**config.mk**
```make
export PLATFORM = sky130hd
export DESIGN_NAME = bcd_counter_multi
export DESIGN_NICKNAME = d
export VERILOG_FILES = /design/src/rtl/bcd_pkg.sv /design/src/rtl/bcd_digit.sv /design/src/rtl/bcd_counter_multi.sv
export SDC_FILE = /design/constraint.sdc
export NUM_CORES = 1
export LEC_CHECK = 0
export ABC_AREA = 1
export CORE_MARGIN = 5
export CORE_UTILIZATION = 45
export CTS_CLUSTER_SIZE = 10
export DETAILED_ROUTE_END_ITERATION = 6
export GPL_TIMING_DRIVEN = 0
export HOLD_SLACK_MARGIN = 0.06
export PLACE_DENSITY_LB_ADDON = 0.05
export SYNTH_ARGS = -nofsm -noshare
export SYNTH_HDL_FRONTEND = slang
export SYNTH_SLANG_ARGS = --single-unit
```
**constraint.sdc**
```tcl
create_clock -name clk -period 1.5 [get_ports clk]
set_input_delay 0.15 -clock clk [delete_from_list [all_inputs] [get_ports clk]]
set_output_delay 0.15 -clock clk [all_outputs]
set_load 0.01 [all_outputs]
```
**src/rtl/bcd_pkg.sv**
```systemverilog
// Shared BCD definitions for the multi-decade counter.
//   BCD_MAX / BCD_MIN : legal nibble extremes
//   bcd_clamp         : forces any non-decimal nibble (A..F) down to 9
package bcd_pkg;

  localparam logic [3:0] BCD_MAX = 4'd9;
  localparam logic [3:0] BCD_MIN = 4'd0;

  function automatic logic [3:0] bcd_clamp(input logic [3:0] nibble);
    return (nibble > BCD_MAX) ? BCD_MAX : nibble;
  endfunction

endpackage

```
**src/rtl/bcd_digit.sv**
```systemverilog
// One BCD decade of the multi-digit counter.
// Ports:
//   clk, rst_n : rising-edge clock, synchronous active-low reset
//   load       : parallel load strobe, wins over step
//   load_nib   : nibble to load (clamped to 9 if non-decimal)
//   step       : advance this decade one position in the up_dn direction
//   up_dn      : 1 = count up, 0 = count down
//   sat        : whole counter is pinned at its limit, suppress the step
//   digit      : current decade value, always 0..9
//   at_lim     : digit sits at 9 (up) or 0 (down)
module bcd_digit
  import bcd_pkg::*;
(
  input  logic       clk,
  input  logic       rst_n,
  input  logic       load,
  input  logic [3:0] load_nib,
  input  logic       step,
  input  logic       up_dn,
  input  logic       sat,
  output logic [3:0] digit,
  output logic       at_lim
);

  // Decade register; the step wraps 9->0 / 0->9 so only decimal values are ever stored
  always_ff @(posedge clk) begin
    if (!rst_n) begin
      digit <= BCD_MIN;
    end else if (load) begin
      digit <= bcd_clamp(load_nib);
    end else if (step && !sat) begin
      if (up_dn) begin
        digit <= (digit == BCD_MAX) ? BCD_MIN : digit + 4'd1;
      end else begin
        digit <= (digit == BCD_MIN) ? BCD_MAX : digit - 4'd1;
      end
    end
  end

  assign at_lim = up_dn ? (digit == BCD_MAX) : (digit == BCD_MIN);

endmodule

```
**src/rtl/bcd_counter_multi.sv**
```systemverilog
// Parametrised multi-digit synchronous BCD up/down counter with parallel load.
// Ports:
//   clk, rst_n : rising-edge clock, synchronous active-low reset
//   en         : count enable
//   up_dn      : 1 = count up, 0 = count down
//   load       : parallel load strobe (priority over en)
//   load_val   : BCD load value, digit 0 in bits [3:0]
//   count      : registered BCD value
//   carry      : one-cycle pulse while the wrapped value is shown
//   tc         : combinational terminal count, en & count at limit
//   load_err   : one-cycle pulse after a load carrying a nibble > 9
module bcd_counter_multi
  import bcd_pkg::*;
#(
  parameter int DIGITS  = 2,
  parameter bit WRAP_EN = 1'b1
) (
  input  logic                  clk,
  input  logic                  rst_n,
  input  logic                  en,
  input  logic                  up_dn,
  input  logic                  load,
  input  logic [4*DIGITS-1:0]   load_val,
  output logic [4*DIGITS-1:0]   count,
  output logic                  carry,
  output logic                  tc,
  output logic                  load_err
);

  logic [DIGITS-1:0] step;
  logic [DIGITS-1:0] at_lim;
  logic              all_lim;
  logic              sat;
  logic              wrap;
  logic              bad_nib;

  // Ripple-free step chain: a decade moves only when all lower decades sit at their limit
  assign step[0] = en;
  for (genvar k = 1; k < DIGITS; k++) begin : g_step
    assign step[k] = step[k-1] & at_lim[k-1];
  end

  assign all_lim = &at_lim;
  assign tc      = en & all_lim;
  assign sat     = ~WRAP_EN & all_lim;
  assign wrap    = WRAP_EN & tc & ~load;

  for (genvar k = 0; k < DIGITS; k++) begin : g_digit
    bcd_digit u_digit (
      .clk      (clk),
      .rst_n    (rst_n),
      .load     (load),
      .load_nib (load_val[4*k +: 4]),
      .step     (step[k]),
      .up_dn    (up_dn),
      .sat      (sat),
      .digit    (count[4*k +: 4]),
      .at_lim   (at_lim[k])
    );
  end

  // Flag any non-decimal nibble on the load bus
  always_comb begin
    bad_nib = 1'b0;
    for (int k = 0; k < DIGITS; k++) begin
      if (load_val[4*k +: 4] > BCD_MAX) bad_nib = 1'b1;
    end
  end

  // carry is masked by its own previous value so back-to-back wraps
  // (single-decade direction flip) never hold it high for two cycles
  always_ff @(posedge clk) begin
    if (!rst_n) begin
      carry    <= 1'b0;
      load_err <= 1'b0;
    end else begin
      carry    <= wrap & ~carry;
      load_err <= load & bad_nib;
    end
  end

endmodule

```
==> results by group <==
Clock tree
  – Clock insertion delay at the later pin of the skew report: ~0.27 ns
  – Total clock buffers created by CTS: 3
  – Number of hold buffers added after CTS: 0
  – Number of buffers between clock root and the deepest sink: 2
  – TritonCTS sink count: 10
  – CTS tree: built
  – Clock slew seen by the registers of the worst setup and hold paths: approximately 0.060 ns
  – Number of H-tree levels: 1
  – Cell at the root of the clock tree: sky130_fd_sc_hd__clkbuf_4

Finish
  – Layout-stage area growth over the synthesis result: 47.00%
  – Fillers: about 150
  – Seq. cell area: 220.2 sq um
  – Diode insertion count for antenna repair: 0
  – Nets: 185
  – Layout Utilization: 0.6828
  – Fraction of final layout cells sized beyond drive strength 1: 0.2471
  – Footprint of the multi-input gates: roughly 550 sq um

STA
  – Setup skew after layout: roughly 0.0067 ns
  – Slew Limit Fails: 0
  – Fraction of the cycle the final worst path needs: 0.9532
  – Final hold vios: 0
  – Post-layout min period: about 1.4 ns
  – Final setup violation count: 0
  – Setup repair after global routing missed its margin: true
  – Worst max-slew margin expressed relative to the limit: 0.7341
  – Worst-Margin Slew: around 0.40 ns
  – FMAX: 699.4 MHz

Drt
  – Initial DRT Pass Iterations: 4
  – Detail Route Antenna Nets: 0
  – Count of unresolved DRC violations after routing: 0
  – Number of vias per cell: between 5 and 6
  – Total length of routed wires: roughly 2.2 mm
  – Initial DRC count: 20
  – Routed wirelength normalized by instance count: about 11 um
  – Count of vias placed by the detailed router: ~990

Synth
  – Sequential fraction of the synthesis area: 0.2524
  – Netlist Area Pre-Place: slightly below 800 sq um
  – Number of nets in the synthesized netlist: between 150 and 200
  – Flop and latch count out of synthesis: 10
  – Area share of the leading cell type in the synthesized netlist: 0.2524
  – Yosys warnings: 0
  – Post-synthesis cell type with the largest combined area: sky130_fd_sc_hd__dfxtp_1
  – Post-synth cell types: 21
  – Cell count after synthesis: approximately 140
  – Mean Syn Cell Area: ~5.7 sq um
  – Cells taking the most area after synthesis: sky130_fd_sc_hd__dfxtp_1 25%, sky130_fd_sc_hd__nand2_1 20%, sky130_fd_sc_hd__nand3_1 14%

Worst setup path
  – Buf/Inv on CP: 1
  – Startpoint class of the critical path: flop
  – Nature of the critical path endpoint: output port
  – Cell Chain, Critical Path: nor2_4, nand3_2, nand2_1, o21ai_2, nor2_2, buf_2
  – Largest fanout of any net on the critical path: 7
  – CP delay by family, top: simple AND/OR/NAND/NOR gates
  – Max stage delay cell, worst path: sky130_fd_sc_hd__dfxtp_4
  – Start-to-end type of the worst setup path: flop to output port
  – Data required time of the worst path: 1.35 ns
  – Data arrival time at the worst-slack endpoint: between 1 and 1.5 ns
  – Slowest stage delay, CP: 0.37 ns

Global route
  – Global-route wire length before repair: ~3.7 mm
  – Via count of the first global-routing pass: between 800 and 900
  – Initial antenna violation count: 0
  – Global-route congestion overflow total: 0
  – Global router's overall resource usage: 0.1807
  – Largest net degree at the start of global routing: 11

Pwr
  – Maximum vdd ir drop: between 400 and 500 uV
  – Pwr dens: roughly 700 nW/um^2
  – Leakage: roughly 0.54 nW
  – Overall power after layout: slightly above 0.8 mW

Floorplanning
  – Starting density of the core: 0.4645
  – Number of primary I/O pins: 24
  – Placeable Area: between 1500 and 2000 sq um
  – Row cnt: 15
  – Horizontal die dimension: 51.99 um
  – Area enclosed by the die boundary: 2702 sq um
  – Chip Height: around 52 um

Status
  – Status: complete, no violations

Placement
  – Gp weighted congestion: 0.8149
  – Half-perimeter wire length after detailed placement: between 1.5 and 2 mm
  – Number of buffer cells added on primary ports: 22

Hold path
  – Worst min path class: input pin to flop

Flow run
  – Maxcap violations: 0
worst paths after layout:
check | startpoint | end | slack (ns) | cells past startpoint
worst max-delay path | g_digit[1].u_digit.digit[1]$_SDFFE_PN0P_ | tc | 0.07 | 6
worst min-delay path | load | g_digit[1].u_digit.digit[3]$_SDFFE_PN0P_ | 0.28 | 4
worst min register to register | g_digit[1].u_digit.digit[3]$_SDFFE_PN0P_ | g_digit[1].u_digit.digit[3]$_SDFFE_PN0P_ | 0.53 | 2
worst max register to register | g_digit[0].u_digit.digit[2]$_SDFFE_PN0P_ | g_digit[1].u_digit.digit[1]$_SDFFE_PN0P_ | 0.22 | 9
repair_timing:
action                                  CTS  global route
gates resized for setup                  19             9
buffers inserted                          2             5
endpoints found under the hold margin     0             0
pin swaps                                 3             5
endpoints found under the setup margin    2             1
state kept, by name, summed over array words and instances, names as in the netlist:
name                   cells
g_digit.u_digit.digit      8
carry                      1
load_err                   1
stage by stage:
| stage | hold WS [ns] | instances | setup slack (ns) | area [sq um] | TNS (ns) |
|---|---|---|---|---|---|
| after floorplan | 0.2476 | 138 | 0.2723 | 793.3 | 0 |
| after global placement | 0.5375 | 185 | -0.5056 | 1045 | -0.8691 |
| after detailed placement | 0.5467 | 185 | -0.4914 | 1045 | -0.9166 |
| after CTS | 0.2718 | 190 | 0.02699 | 1106 | 0 |
| after global routing | 0.3080 | 195 | -0.04772 | 1166 | -0.04772 |
| final | 0.2836 | 195 | 0.07015 | 1166 | 0 |
tightest hold or removal path, delay by kind of cell:
kind	cells	cell delay, ns
simple gates	2	0.12
compound gates	1	0.06
buf+inv	1	0.18
synth_stat cells (all sizes together):
| master | instances |
|---|---|
| buf | 2 |
| o31ai | 1 |
| nand4 | 2 |
| nor3 | 1 |
| dfxtp | 10 |
| nor2 | 16 |
| a21oi | 9 |
| o21ai | 10 |
| nand3 | 23 |
| o21a | 1 |
| inv | 16 |
| o211ai | 1 |
| clkbuf | 1 |
| nand2 | 44 |
| and3 | 1 |
per-layer routing:
metal / vias up / track usage / part of all wire
met1: 441 / 0.2513 / 0.48
met4: 0 / 0.07860 / 0.017
met3: 5 / 0.02292 / 0.041
met5: - / 0 / 0
met2: 25 / 0.2762 / 0.46
li1: 518 / - / -
area by class of cell:
type / count / share of cell area
inverters: 16 / 0.05365
plain buffers: 3 / 0.01180
repair buffers: 29 / 0.2285
well taps: 25 / 0.02682
flip-flops and latches: 10 / 0.1888
clock buffers: 3 / 0.01931
multi-input cells: 109 / 0.4710
cells in the final DEF (no fill, tap or decap), types with 7 or more instances in the layout:
cell type	n
sky130_fd_sc_hd__nand2_1	40
sky130_fd_sc_hd__nand3_1	21
sky130_fd_sc_hd__clkdlybuf4s50_1	20
sky130_fd_sc_hd__inv_1	11
sky130_fd_sc_hd__a21oi_1	9
sky130_fd_sc_hd__nor2_1	8
sky130_fd_sc_hd__o21ai_0	8
sky130_fd_sc_hd__buf_4	7
power by group:
part | leakage [nW] | internal, mW | switching [mW]
sequential | 0.0864 | 0.285 | 0.0361
combinational | 0.442 | 0.147 | 0.155
clock | 0.0138 | 0.0928 | 0.0951
total | 0.542 | 0.525 | 0.286
cell families (layout without fill, tap and decap cells):
| kind of cell | Yosys count | count (layout) | synth area share |
|---|---|---|---|
| AND/OR/NAND/NOR | 87 | 87 | 0.5063 |
| flip-flops | 10 | 10 | 0.2524 |
| buffers and inverters | 19 | 51 | 0.09306 |
| AO/OA/AOI/OAI | 22 | 22 | 0.1483 |
Note: power is estimated with default switching activity, not from simulation.
